[src/rtl/uart_pkg.sv]
// Shared types and constants for the UART transmit arbiter.
package uart_pkg;

  localparam int BYTE_W = 8;

  typedef enum logic [1:0] {
    IDLE  = 2'd0,
    ISSUE = 2'd1,
    SEND  = 2'd2
  } arb_state_t;

endpackage

[src/rtl/rr_priority_encoder.sv]
// Round-robin priority encoder. Returns the first set request bit found by
// scanning upward from ptr, wrapping modulo N.
module rr_priority_encoder #(
  parameter int N = 4
) (
  input  logic [N-1:0]         req,
  input  logic [$clog2(N)-1:0] ptr,
  output logic [$clog2(N)-1:0] winner,
  output logic                 valid
);

  localparam int PTR_W = $clog2(N);

  logic [PTR_W-1:0] idx;
  int               sum;

  // Scan from ptr upward and take the first requester found.
  always_comb begin
    winner = '0;
    valid  = 1'b0;
    idx    = '0;
    sum    = 0;
    for (int i = 0; i < N; i++) begin
      sum = int'(ptr) + i;
      if (sum >= N) sum = sum - N;
      idx = PTR_W'(sum);
      if (!valid && req[idx]) begin
        valid  = 1'b1;
        winner = idx;
      end
    end
  end

endmodule

[src/rtl/uart_tx_arbiter.sv]
// Shares one uart_tx byte transmitter among N requesters. Round-robin grant,
// optional per-requester lock for multi-byte messages, and a per-byte
// watchdog so a stalled transmitter releases the arbiter.
//
// state | meaning
// IDLE  | waiting for a request; winner chosen and byte captured here
// ISSUE | one-cycle strobe to uart_tx plus ack to the winner
// SEND  | byte in flight, waiting for i_tx_next or watchdog expiry
module uart_tx_arbiter
  import uart_pkg::*;
#(
  parameter int N       = 4,
  parameter int TIMEOUT = 65536
) (
  input  logic                  i_clk,
  input  logic                  i_rst,
  input  logic [N-1:0]          i_req,
  input  logic [N-1:0]          i_lock,
  input  logic [BYTE_W*N-1:0]   i_data,
  output logic [N-1:0]          o_ack,
  output logic [BYTE_W-1:0]     o_tx_data,
  output logic                  o_tx_ready,
  input  logic                  i_tx_next,
  output logic                  o_busy,
  output logic [$clog2(N)-1:0]  o_owner,
  output logic                  o_timeout
);

  localparam int PTR_W = $clog2(N);
  localparam int CNT_W = $clog2(TIMEOUT);

  arb_state_t        state;
  logic              lock_flag;
  logic [PTR_W-1:0]  rr_ptr;
  logic [CNT_W-1:0]  cnt;

  logic [PTR_W-1:0]  rr_winner;
  logic              rr_valid;
  logic              lock_hold;
  logic [PTR_W-1:0]  win_idx;
  logic              win_valid;
  logic [BYTE_W-1:0] win_data;
  logic [PTR_W-1:0]  next_ptr;
  logic              expire;

  rr_priority_encoder #(.N(N)) u_rr (
    .req    (i_req),
    .ptr    (rr_ptr),
    .winner (rr_winner),
    .valid  (rr_valid)
  );

  // A locked owner keeps the transmitter only while it still requests.
  assign lock_hold = lock_flag && i_req[o_owner];
  assign win_idx   = lock_hold ? o_owner : rr_winner;
  assign win_valid = lock_hold || rr_valid;
  assign next_ptr  = (o_owner == PTR_W'(N - 1)) ? '0 : o_owner + PTR_W'(1);

  // The counter is 0 in the first SEND cycle; expiring as it would step to
  // TIMEOUT-1 places the o_timeout pulse exactly TIMEOUT cycles after ISSUE.
  assign expire = (cnt == CNT_W'(TIMEOUT - 2));

  // Select the winner's byte slice.
  always_comb begin
    win_data = '0;
    for (int k = 0; k < N; k++) begin
      if (win_idx == PTR_W'(k)) win_data = i_data[k*BYTE_W +: BYTE_W];
    end
  end

  // Arbitration FSM with registered strobes, ownership and watchdog.
  always_ff @(posedge i_clk or posedge i_rst) begin
    if (i_rst) begin
      state      <= IDLE;
      lock_flag  <= 1'b0;
      rr_ptr     <= '0;
      cnt        <= '0;
      o_ack      <= '0;
      o_tx_data  <= '0;
      o_tx_ready <= 1'b0;
      o_busy     <= 1'b0;
      o_owner    <= '0;
      o_timeout  <= 1'b0;
    end else begin
      o_ack      <= '0;
      o_tx_ready <= 1'b0;
      o_timeout  <= 1'b0;
      case (state)
        IDLE: begin
          if (!lock_hold) lock_flag <= 1'b0;
          if (win_valid) begin
            o_tx_data  <= win_data;
            o_owner    <= win_idx;
            o_ack      <= N'(1) << win_idx;
            o_tx_ready <= 1'b1;
            state      <= ISSUE;
          end
        end
        ISSUE: begin
          cnt    <= '0;
          o_busy <= 1'b1;
          state  <= SEND;
        end
        SEND: begin
          if (i_tx_next) begin
            o_busy    <= 1'b0;
            lock_flag <= i_lock[o_owner];
            if (!i_lock[o_owner]) rr_ptr <= next_ptr;
            state     <= IDLE;
          end else if (expire) begin
            o_timeout <= 1'b1;
            o_busy    <= 1'b0;
            lock_flag <= 1'b0;
            rr_ptr    <= next_ptr;
            state     <= IDLE;
          end else if (cnt != '1) begin
            cnt <= cnt + CNT_W'(1);
          end
        end
        default: state <= IDLE;
      endcase
    end
  end

endmodule

[config.mk]
export PLATFORM = sky130hd
export DESIGN_NAME = uart_tx_arbiter
export DESIGN_NICKNAME = d
export VERILOG_FILES = /design/src/rtl/uart_pkg.sv /design/src/rtl/rr_priority_encoder.sv /design/src/rtl/uart_tx_arbiter.sv
export SDC_FILE = /design/constraint.sdc
export NUM_CORES = 1
export LEC_CHECK = 0
export ABC_CLOCK_PERIOD_IN_PS = 3000
export CORE_ASPECT_RATIO = 0.7
export CORE_UTILIZATION = 52
export CTS_BUF_LIST = sky130_fd_sc_hd__clkbuf_16
export DETAILED_ROUTE_END_ITERATION = 8
export PLACE_DENSITY = 0.95
export SLEW_MARGIN = 5
export SYNTH_ARGS = -nofsm -noshare
export SYNTH_HDL_FRONTEND = slang
export SYNTH_SLANG_ARGS = --single-unit
[constraint.sdc]
create_clock -name i_clk -period 3 [get_ports i_clk]
set_input_delay 0.45 -clock i_clk [delete_from_list [all_inputs] [get_ports i_clk]]
set_output_delay 0.45 -clock i_clk [all_outputs]
set_load 0.02 [all_outputs]
Word-level counts from Yosys, hierarchy flattened:

Index checks and enable logic that the tools add are counted.

* add/sub/neg operators: 9
* magnitude comparators: 9
* equal/unequal tests: 15
* shift-type cells: 1
* multiplexer cells: 54
* reduce and logical (&&, ||, !) cells: 19

Operator list (count)
* 16-bit 2-to-1 mux: 3
* 2-bit 2-to-1 mux: 16
* 8-bit 2-to-1 mux: 4
* 16-bit one-hot mux with 2 select lines: 1
* 1-bit 2-to-1 mux: 19
* 16-bit by 1-bit adder with 16-bit output, second input constant: 1
* 16-bit equality test, second input constant: 1
* 16-bit inequality test, second input constant: 1
* 2-bit by 3-bit less-than comparator with 1-bit output, second input constant: 5
* 1-bit binary-select mux with 2-bit select: 6
* 2-bit inequality test, second input constant: 6
* 3-bit >= comparator, second input constant: 3
* 2-bit equality test, second input constant: 4
* 4-bit 2-to-1 mux: 2
* 2-bit by 1-bit subtractor with 2-bit output, second input constant: 4
* 2-bit by 2-bit adder with 3-bit output, second input constant: 2
* 2-bit one-hot mux with 3 select lines: 1
* 2-bit AND reduction: 3
* 3-bit AND reduction: 2
* 2-bit nonzero test: 3
* 2-bit by 1-bit equality test with 1-bit output, second input constant: 2
* 1-bit logical AND: 4
* 2-bit logical NOT: 2
* 1-bit one-hot mux with 2 select lines: 2
* other kinds (8): 10

* register bits after elaboration: 38
* input bits: 43
* output and inout port bits: 17
* logic and storage cells: 117

Depth between registers and ports, before layout:

* depth after elaboration: 20
* mapped depth: 9
* mapped depth without buffers: 7

Cells and area by module:

From an unflattened synthesis, not the netlist that was laid out.

* cells, all modules: 269
* area, all modules: 2448.6 um^2

Modules (own cells, without submodules)
* uart_tx_arbiter: instances 1, cells an instance 254, area an instance 2371.0 um^2, sequential area each 950.9 um^2
* rr_priority_encoder: instances 1, cells an instance 15, area an instance 77.6 um^2, sequential area each 0.0 um^2

Worst setup path before layout:

OpenSTA, ideal clock, no wires.

* kind: register -> register
* start: register o_owner[1]
* end: register o_tx_data[1]
* setup time: 132 ps
* arrival time: 2017 ps
* required time: 2868 ps
* path slack: 851 ps
* cell stages (with the launch flop): 9
* path buffers: 2
* clock period less this slack: 2149 ps
* cells stage by stage: dfrtp_1 -> mux2i_1 -> o22ai_2 -> or3_1 -> buf_6 -> nand2_8 -> buf_12 -> mux2i_1 -> o221ai_2

* cells in the longest elaborated chain, start to end: 9
* elaborated cells between the ends (all ways): 14

RTL lines
* start: declaration: line uart_tx_arbiter.sv:25 `output logic [$clog2(N)-1:0] o_owner,`
* start signal: assignment: line uart_tx_arbiter.sv:93 `o_owner <= win_idx;`
* 1-bit binary-select mux with 2-bit select: line uart_tx_arbiter.sv:54 `assign lock_hold = lock_flag && i_req[o_owner];`
* 1-bit 2-to-1 mux (implied by the code): line uart_tx_arbiter.sv:54
* 1-bit logical AND: line uart_tx_arbiter.sv:54
* 2-bit 2-to-1 mux: line uart_tx_arbiter.sv:55 `assign win_idx = lock_hold ? o_owner : rr_winner;`
* 2-bit logical NOT: line uart_tx_arbiter.sv:67 `if (win_idx == PTR_W'(k)) win_data = i_data[k*BYTE_W +: BYTE_W];`
* 8-bit 2-to-1 mux (4 in series): line uart_tx_arbiter.sv:67
* end signal: assignment: line uart_tx_arbiter.sv:92 `o_tx_data <= win_data;`
* end: declaration: line uart_tx_arbiter.sv:21 `output logic [BYTE_W-1:0] o_tx_data,`

Parallel ways exist; a longest one is shown, timed or not. The select of a mux whose other input is x is not followed.
A chain may end at the register's enable or synchronous reset.

Final worst setup path:

* start: input i_req[2]
* end: register o_tx_data[6]

* cells in the longest elaborated chain, start to end: 18
* elaborated cells between the ends (all ways): 36

RTL lines
* start: declaration: line uart_tx_arbiter.sv:17 `input logic [N-1:0] i_req,`
* 1-bit binary-select mux with 2-bit select: line rr_priority_encoder.sv:27 `if (!valid && req[idx]) begin`
* 1-bit 2-to-1 mux (implied by the code): line rr_priority_encoder.sv:27
* 1-bit 2-to-1 mux: line rr_priority_encoder.sv:27
* 1-bit logical NOT: line rr_priority_encoder.sv:27
* 1-bit logical AND: line rr_priority_encoder.sv:27
* 1-bit 2-to-1 mux: line rr_priority_encoder.sv:27
* 1-bit logical NOT: line rr_priority_encoder.sv:27
* 1-bit logical AND: line rr_priority_encoder.sv:27
* 1-bit 2-to-1 mux: line rr_priority_encoder.sv:27
* 1-bit logical NOT: line rr_priority_encoder.sv:27
* 1-bit logical AND: line rr_priority_encoder.sv:27
* 2-bit 2-to-1 mux: line rr_priority_encoder.sv:27
* 2-bit 2-to-1 mux: line uart_tx_arbiter.sv:55
* 2-bit logical NOT: line uart_tx_arbiter.sv:67
* 8-bit 2-to-1 mux (4 in series): line uart_tx_arbiter.sv:67

Parallel ways exist; a longest one is shown, timed or not. The select of a mux whose other input is x is not followed.

==> tab_implementation.tex <==
\begin{tabular}{lr}
\hline
Metric & Value \\
\hline
\multicolumn{2}{l}{\textbf{Synthesis}} \\
Number of library cell types mapped by synthesis & 52 \\
Most area-consuming cells after synthesis & dfrtp\_1, mux2i\_1, o221ai\_2 \\
Proportion of synthesized area in mux cells & 0.115 \\
FFs w/ async S/R, synth & 1.00 \\
Largest family of logic cells by synthesized area & simple AND/OR/NAND/NOR gates \\
Share of synthesized cell area in full adder, half adder and majority cells & 0.0165 \\
Yosys warning count & 0 \\
Number of synthesized register bits & 38 \\
Synth area leader & dfrtp\_1 \\
Xor/xnor cell area share of the yosys netlist & 0.0424 \\
Mean instance size in the synthesized netlist & 10.3 um\^{}2 \\
Count of flip-flops with a built-in enable after synthesis & 0 \\
Most frequent cell after synthesis & dfrtp\_1 \\
Gate Count Post-Synth & 220 \\
Area share of the largest cell type after synthesis & 0.419 \\
Area share of and/or/nand/nor cells after synthesis & 0.177 \\
Synthesized netlist net count & 266 \\
Main synth FF type & dfrtp\_1 \\
Sequential cell area fraction in the yosys report & 0.419 \\
Most used standard cells in the synthesized netlist & dfrtp\_1, nand2\_1, mux2i\_1 \\
Netlist area before placement & 2270 um\^{}2 \\
Fraction of the mapped netlist area in compound gates & 0.162 \\
\multicolumn{2}{l}{\textbf{Clock network}} \\
Depth of the CTS H-tree & 2 \\
Number of buffers created by CTS & 5 \\
Worst-case clock buffer depth & 2 \\
Clock Pin Slew Worst Setup and Hold Paths & 50 ps \\
Clock Latency Late Sink & 280 ps \\
Clock net sink count & 38 \\
Clock tree from TritonCTS & built \\
Quantity of hold-fixing buffers added after cts & 0 \\
Number of cells upsized or downsized after cts & 0 \\
Number of setup buffers added after CTS & 0 \\
Buffer type at the clock tree root & clkbuf\_16 \\
\multicolumn{2}{l}{\textbf{Worst setup path}} \\
Startpoint types & primary input \\
Length in cells of the worst reg-to-reg path & 6 \\
Signal arrival time at the worst endpoint & 2600 ps \\
Reg2reg end & o\_tx\_data[6] \\
Maximum fanout along the worst path & 19 \\
Required time reported for the critical path endpoint & 3140 ps \\
Slack of the worst reg-to-reg path & 710 ps \\
Worst setup path startpoint & i\_req[2] \\
Launch instance of the worst register-to-register path & o\_owner[1] \\
Worst setup path category & in2reg \\
Kind of capture point of the worst setup path & flip-flop \\
\multicolumn{2}{l}{\textbf{Timing}} \\
Final setup vio count & 0 \\
Final critical-path share of the clock period & 0.819 \\
Worst slew slack as a fraction of its limit & 0.643 \\
Unrepaired setup endpoints after global routing & false \\
Worst Tran Pin Value & 532 ps \\
Setup TNS & 0 ps \\
Shortest clock period the worst path allows after layout & 2460 ps \\
Fmax & 407 MHz \\
Number of max-slew violations in the final report & 0 \\
Total count of hold-check failures in the final report & 0 \\
Worst clock skew & 6.60 ps \\
\multicolumn{2}{l}{\textbf{Detailed routing}} \\
First-pass DRT Iterations & 4 \\
Final routed wire length divided by cell count & 16.7 um \\
Antenna-violating nets left & 0 \\
DR vias & 1920 \\
Violation count after the first detailed-route iteration & 112 \\
Vias per std cell & 5.85 \\
DRC & 0 \\
Final routed wirelength across all metal layers & 5480 um \\
\multicolumn{2}{l}{\textbf{Job}} \\
Count of maximum capacitance violations & 0 \\
\multicolumn{2}{l}{\textbf{Placement}} \\
Count of buffers from port buffering & 59 \\
Total placed instance area & 2830 um\^{}2 \\
DPL Wire Length & 3890 um \\
Final estimated routing congestion in global placement & 0.813 \\
\multicolumn{2}{l}{\textbf{Power and ir drop}} \\
Final Power & 0.00265 W \\
Max rail drop VDD & 0.000855 V \\
Total leakage power & 1.31 nW \\
Power per Cell Area & 887 nW/um\^{}2 \\
\multicolumn{2}{l}{\textbf{Floorplan}} \\
Chip Height & 57.3 um \\
Die footprint & 4640 um\^{}2 \\
\# rows & 19 \\
Top Ports & 60 \\
Core ar. & 4040 um\^{}2 \\
Effective utilization at floorplan & 0.562 \\
Die width & 81.0 um \\
\multicolumn{2}{l}{\textbf{Min path}} \\
Worst hold stages & 2 \\
Tightest Hold Check Type & reg2reg \\
Hold Path Sink & o\_tx\_data[0] \\
Hold path start & o\_tx\_data[0] \\
\multicolumn{2}{l}{\textbf{Final layout}} \\
Fin nets & 321 \\
Area growth from synthesis to layout & 31.8\% \\
Antenna diode count & 0 \\
Layout cell share with drive strength beyond 1 & 0.105 \\
Final-layout fill cell count & 271 \\
Final std cell area, no fill & 2990 um\^{}2 \\
\multicolumn{2}{l}{\textbf{GRT}} \\
Vias in the first global route & 1925 \\
Global-route wire length before repair & 8960 um \\
Number of antenna violations at the first check in global routing & 0 \\
GRT Overall Usage & 0.260 \\
Maximum number of pins on one net before global-route repair & 39 \\
Overflow after GRT & 0 \\
\multicolumn{2}{l}{\textbf{Outcome}} \\
Status & finished clean \\
\hline
\end{tabular}
[area by class of cell]
class | instances | area, um^2 | share of cell area
flip-flops and latches | 38 | 951 | 0.318
clock buffers | 5 | 125 | 0.0418
repair buffers | 62 | 613 | 0.205
well taps | 52 | 65.1 | 0.0217
inverters | 9 | 33.8 | 0.0113
clock inverters | 3 | 40.0 | 0.0134
multi-input cells | 159 | 1170 | 0.389
[layout by cell type (no fill, tap or decap), types with 5 or more instances in the layout]
cell type	netlist	final
xor2_1	6	6
clkbuf_16	0	5
o221ai_2	6	6
mux2i_1	19	19
nand2_1	23	23
clkdlybuf4s50_1	0	59
nor2_1	16	16
o21ai_0	8	8
inv_1	9	9
and3_1	8	8
dfrtp_1	38	38
xnor2_1	5	5
a21oi_1	9	9
nor4_1	5	5
[stage by stage]
| stage | utilization | std cells | hold WS (ps) | setup WS [ps] |
|---|---|---|---|---|
| 5_1_grt | 0.741 | 328 | 516 | 447 |
| 3_5_place_dp | 0.700 | 320 | 474 | 283 |
| 3_3_place_gp | 0.700 | 320 | 478 | 431 |
| 4_1_cts | 0.741 | 328 | 487 | 601 |
| 6_report | 0.741 | 328 | 484 | 542 |
| 2_1_floorplan | - | 220 | 497 | 851 |
[per-layer routing]
metal | vias up | wire length, um | GRT usage
li1 | 901 | - | -
met1 | 929 | 2410 | 0.335
met2 | 80 | 2730 | 0.411
met3 | 10 | 242 | 0.0800
met4 | 0 | 96 | 0.0995
met5 | - | 0 | 0
[worst max path at each step]
stage | cells past startpoint | slack [ps] | to
after global placement | 7 | 430 | o_tx_data[7]
after floorplan | 8 | 850 | o_tx_data[1]
after CTS | 7 | 600 | o_tx_data[6]
after detailed placement | 7 | 280 | o_tx_data[6]
after global routing | 7 | 450 | o_tx_data[6]
final | 7 | 540 | o_tx_data[6]
[sequential cells by signal, indices dropped and copies added (netlist names)]
signal      cells
o_ack           4
cnt            16
o_tx_ready      1
lock_flag       1
rr_ptr          2
o_tx_data       8
o_owner         2
o_timeout       1
o_busy          1
state           2
[critical path, cell delays in order]
cell and delay, ps:
clkdlybuf4s50_1 540, mux2i_1 280, o22ai_2 140, or3_1 520, nand2_8 220, mux2i_1 280, o221ai_1 150
[kinds of logic after synthesis]
kind of cell / after synthesis
fa+ha+maj: 3
mux: 23
compound gates: 46
buf+inv: 23
simple gates: 76
xor+xnor: 11
flops: 38
[power by group]
part	switching [W]	total, W	internal [W]
clock	0.000201	0.000590	0.000389
sequential	0.000164	0.000826	0.000662
combinational	0.000658	0.00124	0.000581
Power figures use the tool's default switching activity.
==> patch: new RTL, same flow settings <==
Encoding of `arb_state_t`: now one-hot (3 bits for 3 states).
--- a/src/rtl/uart_pkg.sv
+++ b/src/rtl/uart_pkg.sv
@@ -5,6 +5,6 @@
 
-  typedef enum logic [1:0] {
-    IDLE  = 2'd0,
-    ISSUE = 2'd1,
-    SEND  = 2'd2
+  typedef enum logic [2:0] {
+    IDLE  = 3'b001,
+    ISSUE = 3'b010,
+    SEND  = 3'b100
   } arb_state_t;
Function: same outputs for any inputs over 10 cycles, from zero or initial values and one cycle with i_rst high; not proved beyond that.
==> patch against the unedited design <==
Critical path depth did not move. Cell area is 6.3% higher. Power is 1.9% lower. Wire length rose by 15%. Synthesized area is 6.2% higher. Sequential share of layout area decreased by 1.1 points. Worst setup slack worse by 30 ps. Sequential cell count up 1.
==> patch: results (changes against the unedited design) <==
* Status: finished, final reports clean
* Buffer share of cell area at 20.0% (-0.51 points)
* Seq group at 0.000820 W (-0.7%)
* Setup crit start: i_req[0]
* Arrival time worst endpoint at 2640 ps (+40 ps)
* Vias/cell at 6.14 (+4.9%)
* GRT Util Overall at 27.0% (+1.1 points)
* FF-to-FF setup slack at 700 ps
* Clock Skew at 5.21 ps (-1.38 ps)
* Fraction of area in multi-input gates at 41.9% (+3.0 points)
* Slowest CP cell: clkdlybuf4s50_1
* Syn. warnings at 0 (unchanged)
* CP delay by family, top: simple AND/OR/NAND/NOR gates
* Met1 GRT Util at 39.1% (+5.5 points)
* Dominant synthesized flop cell: dfrtp_1
* Cells on worst reg2reg path at 6 (unchanged)
* Drt pass-1 iters at 5 (+1)
* Max FO, Critical Path at 18 (-1)
* Post-synthesis sequential area ratio at 40.5% (-1.3 points)
* Met3 usage at 4.32% (-3.7 points)
* Psw at 0.00105 W (+3.1%)
* Multi-input gates at 183 (+15%)
* Syn nets at 285 (+7.1%)
* FF+latch count at 39 (+2.6%)
* Register Area at 977 um^2 (+2.8%)
* CP peak stage delay at 630 ps (+90 ps)
* Met2 usage at 41.8% (+0.75 points)
* Vias in the first global route at 2114 (+9.8%)
* Worst r2r src: o_owner[1]
* # fillers at 308 (+14%)
* Final WL at 6.30 mm (+15%)
* Setup Buffers After CTS at 0 (unchanged)
* Detailed placement HPWL at 4.60 mm (+18%)
* Top cells by count, synth: dfrtp_1, nor2_1, nand2_1
* Clk buf depth at 2 (unchanged)
* Largest net degree at the start of global routing at 40 (+2.6%)
* Peak VDD IR at 0.000491 V (-43%)
* Rel. slew slack at 56.7% (-7.7 points)
* Clk pwr at 0.000509 W (-14%)
* Bufs w/o clock at 65 (+4.8%)
* Asr flop ratio synth at 100% (unchanged)
* Hold path endpoint: o_tx_data[0]
* Lkg Pwr at 1.31 nW (+0.17%)
* Placement Setup Slack at 266 ps (-16.1 ps)
* IO Port Bufs at 59 (unchanged)
* Layout cell share with drive strength beyond 1 at 14.6% (+4.1 points)
* Clk cell area share at 4.40% (-1.1 points)
* Final Wtd Congestion at 0.945 (+16%)
* Reg2reg end: o_tx_data[2]
* Root Driver: clkbuf_16
* Count of cell types in the netlist at 59 (+13%)
* Busiest metal layer after global routing: met2
* First-pass GRT wire length at 10.3 mm (+15%)
* Hold Path Origin: o_tx_data[0]
* Final Net Count at 347 (+8.1%)
* Inverters, non-clock at 7 (-2)
* Top cells by area, synth: dfrtp_1, nor2_1, mux2i_1, o211ai_2, o211ai_1
* Initial DRC Count at 254 (+130%)
* CTS H-Tree Depth at 2 (unchanged)
==> patch: cell types whose count changed in the layout (fill, tap and decap cells not counted), moves of 4 or more <==
| cell | change |
|---|---|
| o221ai_2 | -6 |
| nand2_1 | -8 |
| a21boi_0 | +7 |
| nor2_1 | +11 |
| o21ai_0 | +5 |
| o211ai_1 | +7 |
| o211ai_2 | +7 |
| nand2b_1 | +4 |
| mux2i_1 | -10 |
| nand4_1 | +5 |
==> patch: stage by stage <==
stage	area [um^2]	cells	power (W)	hold WS [ps]
6_report	3180	357	0.00261	542
5_1_grt	3180	357	0.00275	577
4_1_cts	3180	357	0.00260	545
3_5_place_dp	3040	349	0.00209	519
3_3_place_gp	3040	349	0.00204	496
2_1_floorplan	2410	239	0.00168	503
==> patch: worst max path at each step <==
stage | end | slack, ps | cells past startpoint
4_1_cts | o_tx_data[1] | 580 | 7
2_1_floorplan | o_tx_data[0] | 980 | 7
3_5_place_dp | o_tx_data[1] | 270 | 7
5_1_grt | o_tx_data[1] | 370 | 7
3_3_place_gp | o_tx_data[2] | 420 | 7
6_report | o_tx_data[2] | 510 | 7
==> patch: cells by family (layout without fill, tap and decap cells) <==
family,count (synthesis),in the layout,share of synthesized area [%]
muxes,14,14,7.11
buffers and inverters,17,80,4.15
and+or+nand+nor,94,94,22.0
adders and majority gates,3,3,1.56
xor gates and xnor gates,11,11,3.99
DFF,39,39,40.5
AOI/OAI and AO/OA,61,61,20.7
==> patch: per-layer routing <==
metal / vias to the layer above / wire length (um)
met5: - / 0
met4: 0 / 94
met3: 13 / 351
met2: 84 / 3000
met1: 1090 / 2860
li1: 1006 / -
==> patch: worst register-to-register path, delay by kind of cell (launching register included) <==
family           cells  cell delay [ps]
AO/OA/AOI/OAI        4              960
flip-flops           1              550
multiplexers         1              360
AND/OR/NAND/NOR      1              300
